==> config.mk <==
export PLATFORM = sky130hd
export DESIGN_NAME = id_ex_stage
export DESIGN_NICKNAME = d
export VERILOG_FILES = /design/src/rtl/id_ex_stage.sv
export SDC_FILE = /design/constraint.sdc
export NUM_CORES = 1
export LEC_CHECK = 0
export CORE_UTILIZATION = 35
export CTS_CLUSTER_SIZE = 25
export DETAILED_ROUTE_END_ITERATION = 10
export PLACE_DENSITY = 0.72
export SYNTH_ARGS = -nofsm -noshare
export SYNTH_HDL_FRONTEND = slang
export SYNTH_SLANG_ARGS = --single-unit
==> constraint.sdc <==
create_clock -name clk -period 8.9 [get_ports clk]
set_clock_uncertainty 0.15 [all_clocks]
set_input_delay 0.89 -clock clk [delete_from_list [all_inputs] [get_ports clk]]
set_output_delay 0.89 -clock clk [all_outputs]
set_load 0.03 [all_outputs]
==> src/rtl/id_ex_stage.sv <==
// ID/EX pipeline register: one-entry valid/ready stage that captures decoded operands,
// forwards EX/MEM and MEM/WB results into them, and keeps stalled operands current.
`timescale 1ns/1ps
module id_ex_stage #(
    parameter int DATA_WIDTH = 32,
    parameter int ADDR_WIDTH = 5
) (
    input  logic                  clk,
    input  logic                  rst,
    input  logic                  in_valid,
    output logic                  in_ready,
    input  logic [DATA_WIDTH-1:0] rs1_data,
    input  logic [DATA_WIDTH-1:0] rs2_data,
    input  logic [DATA_WIDTH-1:0] imm,
    input  logic [ADDR_WIDTH-1:0] rs1_addr,
    input  logic [ADDR_WIDTH-1:0] rs2_addr,
    input  logic [ADDR_WIDTH-1:0] rd_addr,
    input  logic                  alu_src,
    input  logic [3:0]            alu_ctrl_in,
    input  logic                  reg_write_in,
    input  logic                  flush,
    input  logic                  exmem_wr,
    input  logic                  memwb_wr,
    input  logic [ADDR_WIDTH-1:0] exmem_rd,
    input  logic [ADDR_WIDTH-1:0] memwb_rd,
    input  logic [DATA_WIDTH-1:0] exmem_res,
    input  logic [DATA_WIDTH-1:0] memwb_res,
    output logic                  out_valid,
    input  logic                  out_ready,
    output logic [DATA_WIDTH-1:0] op1,
    output logic [DATA_WIDTH-1:0] op2,
    output logic [3:0]            alu_ctrl,
    output logic [ADDR_WIDTH-1:0] rd_out,
    output logic                  reg_write_out
);

    localparam logic [0:0] EMPTY = 1'b0;
    localparam logic [0:0] FULL  = 1'b1;

    logic [0:0]            state_q, state_d;
    logic [DATA_WIDTH-1:0] rs1_val_q, rs1_val_d, rs2_val_q, rs2_val_d, imm_q, imm_d;
    logic [ADDR_WIDTH-1:0] rs1_addr_q, rs1_addr_d, rs2_addr_q, rs2_addr_d, rd_q, rd_d;
    logic                  alu_src_q, alu_src_d, reg_write_q, reg_write_d;
    logic [3:0]            alu_ctrl_q, alu_ctrl_d;
    logic                  load;

    // EX/MEM is the younger result, so it wins; x0 is hardwired and never forwarded.
    function automatic logic [DATA_WIDTH-1:0] fwd(
        input logic [ADDR_WIDTH-1:0] a,
        input logic [DATA_WIDTH-1:0] base,
        input logic                  em_wr,
        input logic [ADDR_WIDTH-1:0] em_rd,
        input logic [DATA_WIDTH-1:0] em_res,
        input logic                  mw_wr,
        input logic [ADDR_WIDTH-1:0] mw_rd,
        input logic [DATA_WIDTH-1:0] mw_res
    );
        logic [DATA_WIDTH-1:0] r;
        r = base;
        if (a != '0) begin
            if (em_wr && em_rd == a)      r = em_res;
            else if (mw_wr && mw_rd == a) r = mw_res;
        end
        return r;
    endfunction

    assign in_ready = (state_q == EMPTY) | out_ready;
    assign load     = in_valid & in_ready & ~flush;

    always_comb begin
        state_d     = state_q;
        rs1_val_d   = rs1_val_q;
        rs2_val_d   = rs2_val_q;
        imm_d       = imm_q;
        rs1_addr_d  = rs1_addr_q;
        rs2_addr_d  = rs2_addr_q;
        rd_d        = rd_q;
        alu_src_d   = alu_src_q;
        alu_ctrl_d  = alu_ctrl_q;
        reg_write_d = reg_write_q;

        if (load) begin
            rs1_val_d   = fwd(rs1_addr, rs1_data, exmem_wr, exmem_rd, exmem_res,
                              memwb_wr, memwb_rd, memwb_res);
            rs2_val_d   = fwd(rs2_addr, rs2_data, exmem_wr, exmem_rd, exmem_res,
                              memwb_wr, memwb_rd, memwb_res);
            imm_d       = imm;
            rs1_addr_d  = rs1_addr;
            rs2_addr_d  = rs2_addr;
            rd_d        = rd_addr;
            alu_src_d   = alu_src;
            alu_ctrl_d  = alu_ctrl_in;
            reg_write_d = reg_write_in;
        end else if (state_q == FULL) begin
            // Held operands track late writebacks so a stalled instruction never sees stale data.
            rs1_val_d = fwd(rs1_addr_q, rs1_val_q, exmem_wr, exmem_rd, exmem_res,
                            memwb_wr, memwb_rd, memwb_res);
            rs2_val_d = fwd(rs2_addr_q, rs2_val_q, exmem_wr, exmem_rd, exmem_res,
                            memwb_wr, memwb_rd, memwb_res);
        end

        if (flush)                             state_d = EMPTY;
        else if (load)                         state_d = FULL;
        else if (state_q == FULL && out_ready) state_d = EMPTY;
    end

    always_ff @(posedge clk or posedge rst) begin
        if (rst) begin
            state_q     <= EMPTY;
            rs1_val_q   <= '0;
            rs2_val_q   <= '0;
            imm_q       <= '0;
            rs1_addr_q  <= '0;
            rs2_addr_q  <= '0;
            rd_q        <= '0;
            alu_src_q   <= 1'b0;
            alu_ctrl_q  <= 4'b0000;
            reg_write_q <= 1'b0;
        end else begin
            state_q     <= state_d;
            rs1_val_q   <= rs1_val_d;
            rs2_val_q   <= rs2_val_d;
            imm_q       <= imm_d;
            rs1_addr_q  <= rs1_addr_d;
            rs2_addr_q  <= rs2_addr_d;
            rd_q        <= rd_d;
            alu_src_q   <= alu_src_d;
            alu_ctrl_q  <= alu_ctrl_d;
            reg_write_q <= reg_write_d;
        end
    end

    assign out_valid     = (state_q == FULL);
    assign op1           = rs1_val_q;
    assign op2           = alu_src_q ? imm_q : rs2_val_q;
    assign alu_ctrl      = alu_ctrl_q;
    assign rd_out        = rd_q;
    assign reg_write_out = (state_q == FULL) & reg_write_q;

endmodule

==> metrics.txt <==
Fmax 277.0 MHz; first-pass GRT wire length 47.75 mm; number of synthesized register bits between 100 and 150; Placer Congestion roughly 0.89; vias in the first global route ~8,500; final critical-path required period 3.610 ns; Mapped Area 8391 um2; Worst Setup End Kind flip-flop; CTS Buffer Depth 2; Max Cap Viol 0; P_sw 0.7077 mW; Int Power 1.481 mW; full die area ~25,000 um2; Tcrit/Tclk final 40.57%; hold endpoint imm_q[20]; Setup Crit Path Kind in -> reg; status complete, no violations; Final nets 1,344; Setup-failing EPs final 0; Max Slew Vio Count 0; P per Cell Area 183.8 nW/um2; R2R setup slack 5.83 ns; largest net degree at the start of global routing 65; Top Metal Used met5; clk sinks 118; row count 56; Seq pwr share 31.7%; post-cts resize count 0; routed via count 8,253; WL met1 12.99 mm; clock slew at the register clock pins of the worst setup and hold paths about 0.060 ns; Hold Crit Start imm_q[20]; post-synth cell types 38; r2r startpoint out_valid; hold_ws 0.3152 ns; DR WL met2 between 10 and 15 mm; final hold violation count 0; Ant. Diodes 0; starting DRC count in detailed routing 474; Post-Syn Nets 1,125; Avg Synthesized Cell Area about 9.1 um2; number of hold buffers added after cts 0; initial antenna violation count 2; Ports 274; CP startpoint kind primary input; Post-Syn Instances approximately 900; r2r endpoint op1[27]; Tot GR Track Use about 25%; Clk Latency, worst-skew pair slightly above 0.4 ns; CTS H-tree lvls 4; Via density 5.584; setup tns final 0 ns; Num CTS Buffers 17; Reg2Reg Depth 7; total gr overflow 0; Die Y-Extent ~160 um; Area Growth Syn to Fin 41.90%; Comb pwr share about 32%; P_leak 4.777 nW; CTS tree done; post-synthesis sequential area ratio 35.19%; WP data required 9.07 ns; net switching fraction of the power between 30% and 40%; die width roughly 160 um; layout cells sized above 1 13.20%; # DRC 0; Clock Power Share 35.9%; slew margin rel. 21.14%; final instance area around 12,000 um2; slew at the pin closest to its max-slew limit 1.183 ns; post-CTS setup buffers 0; CP Max Fanout 33; Detailed Routing Iterations Pass 1 7; Initial Util 35.75%; maximum VDD drop ~0.091 mV; WHS Path Cells 2; Worst Path Arrival approximately 3.8 ns; PortBufs roughly 270; DP HPWL 19.83 mm; Wirelength per Cell roughly 21 um; wire length on met3 2.318 mm; root buffer cell clkbuf_16; Synth warnings 0; min-delay worst type reg -> reg; post-route ant nets 0; dpl cell area 11,250 um2; Core ar. 23,470 um2; RSZ-0062 raised after global routing no; DRT Wirelength slightly above 30 mm
[state kept, by name (all words and copies together) (netlist names)]
signal	cells
rs1_addr_q	5
alu_src_q	1
rs2_addr_q	5
out_valid	1
imm_q	32
op1	32
rd_out	5
rs2_val_q	32
alu_ctrl	4
reg_write_q	1
[routing by layer]
metal / vias up / global-route usage (%)
li1: 3856 / -
met1: 4012 / 31.97
met2: 341 / 41.14
met3: 40 / 6.314
met4: 4 / 8.870
met5: - / 0
[placed cells by master (no fill, tap or decap), drive strengths merged, types with 2 or more instances in the layout]
cell	instances
o21a	2
buf	13
or4	3
a221oi	32
and2	2
nand3b	34
and3	5
dfrtp	118
clkdlybuf4s50	273
clkbuf	20
nand2	163
xor2	28
o21ai	2
clkinv	7
nand3	2
inv	34
or3	32
o22a	32
a211o	32
o221a	32
bufinv	5
nor4	7
nand4	2
xnor2	12
a21oi	96
nor2	38
mux2	32
o221ai	32
mux2i	64
[worst max path at each step]
stage,start,end,slack (ns)
finish,memwb_rd[1],op1[16],5.29
global route,memwb_rd[4],op1[10],5.13
CTS,memwb_rd[4],op1[27],5.30
detailed placement,memwb_rd[4],op1[27],4.87
global placement,memwb_rd[4],op1[18],4.95
floorplan,rst,alu_ctrl[0],4.73
[power by group through the flow]
stage	clock network, mW	logic, mW	registers (mW)
floorplan	0	0.347	0.741
global placement	0	0.704	0.699
detailed placement	0	0.709	0.702
CTS	0.800	0.713	0.694
global route	0.822	0.758	0.704
finish	0.786	0.710	0.693
[Yosys cell counts]
| cell type | count | area [um2] |
|---|---|---|
| mux2_2 | 32 | 360.4 |
| o21a_1 | 2 | 15.01 |
| nand3_2 | 1 | 10.01 |
| inv_1 | 34 | 127.6 |
| or2_2 | 1 | 6.260 |
| and2_1 | 2 | 12.51 |
| a221oi_1 | 2 | 17.52 |
| dfrtp_1 | 118 | 2953 |
| nand4_1 | 2 | 12.51 |
| clkbuf_1 | 58 | 217.7 |
| buf_1 | 7 | 26.28 |
| buf_12 | 3 | 60.06 |
| nand2_1 | 163 | 611.8 |
| nand2b_1 | 1 | 6.260 |
| nor2_1 | 37 | 138.9 |
| a21oi_1 | 96 | 480.5 |
| nand3b_1 | 34 | 255.2 |
| nand3_1 | 1 | 5.000 |
| xor2_1 | 28 | 245.2 |
| mux2i_1 | 64 | 640.6 |
| a221oi_2 | 30 | 450.4 |
| buf_2 | 16 | 80.08 |
| nor2_2 | 1 | 6.260 |
| xnor2_1 | 12 | 105.1 |
| buf_4 | 1 | 7.510 |
| nor3b_1 | 1 | 7.510 |
| or3_1 | 32 | 200.2 |
| o221a_2 | 32 | 360.4 |
| or4_1 | 3 | 22.52 |
| a211o_1 | 32 | 280.3 |
| o21ai_0 | 2 | 10.01 |
| nor2b_1 | 1 | 6.260 |
| and3_1 | 5 | 31.28 |
| o22a_1 | 32 | 280.3 |
| nor4_1 | 7 | 43.79 |
| buf_6 | 1 | 11.26 |
| o221ai_1 | 32 | 280.3 |
| nor3_1 | 1 | 5.000 |
[critical path, stage by stage]
cell	delay, ns
clkdlybuf4s50_1	0.53
xor2_1	0.19
nor4_1	0.26
and3_2	0.75
nor2_1	0.08
o21a_2	0.39
buf_4	0.33
a221oi_2	0.31
[final cells by class]
class	instances	area (um2)
Inverter	34	132.6
Sequential cell	118	2954
Clock inverter	12	200.2
Clock buffer	20	456.7
Fill cell	2165	11570
Multi-Input combinational cell	689	4933
Tap cell	319	399.1
Timing Repair Buffer	286	2830
[per-stage QoR]
stage	total power [mW]	std cells	util [%]	setup WS [ns]
final	2.188	1478	50.72	5.290
after global routing	2.284	1478	50.72	5.132
after global placement	1.403	1446	47.93	4.949
after detailed placement	1.411	1446	47.93	4.867
after CTS	2.207	1478	50.72	5.302
after floorplan	1.088	927	-	4.731
[cell families (layout without fill, tap and decap cells)]
logic type,after synthesis,count (layout),synth area share [%]
AO/OA/AOI/OAI,260,260,25.92
XOR/XNOR,40,40,4.175
buffers and inverters,120,352,6.323
flip-flops,118,118,35.19
multiplexers,96,96,11.93
AND/OR/NAND/NOR,293,293,16.46
(Power assumes the default switching activity.)
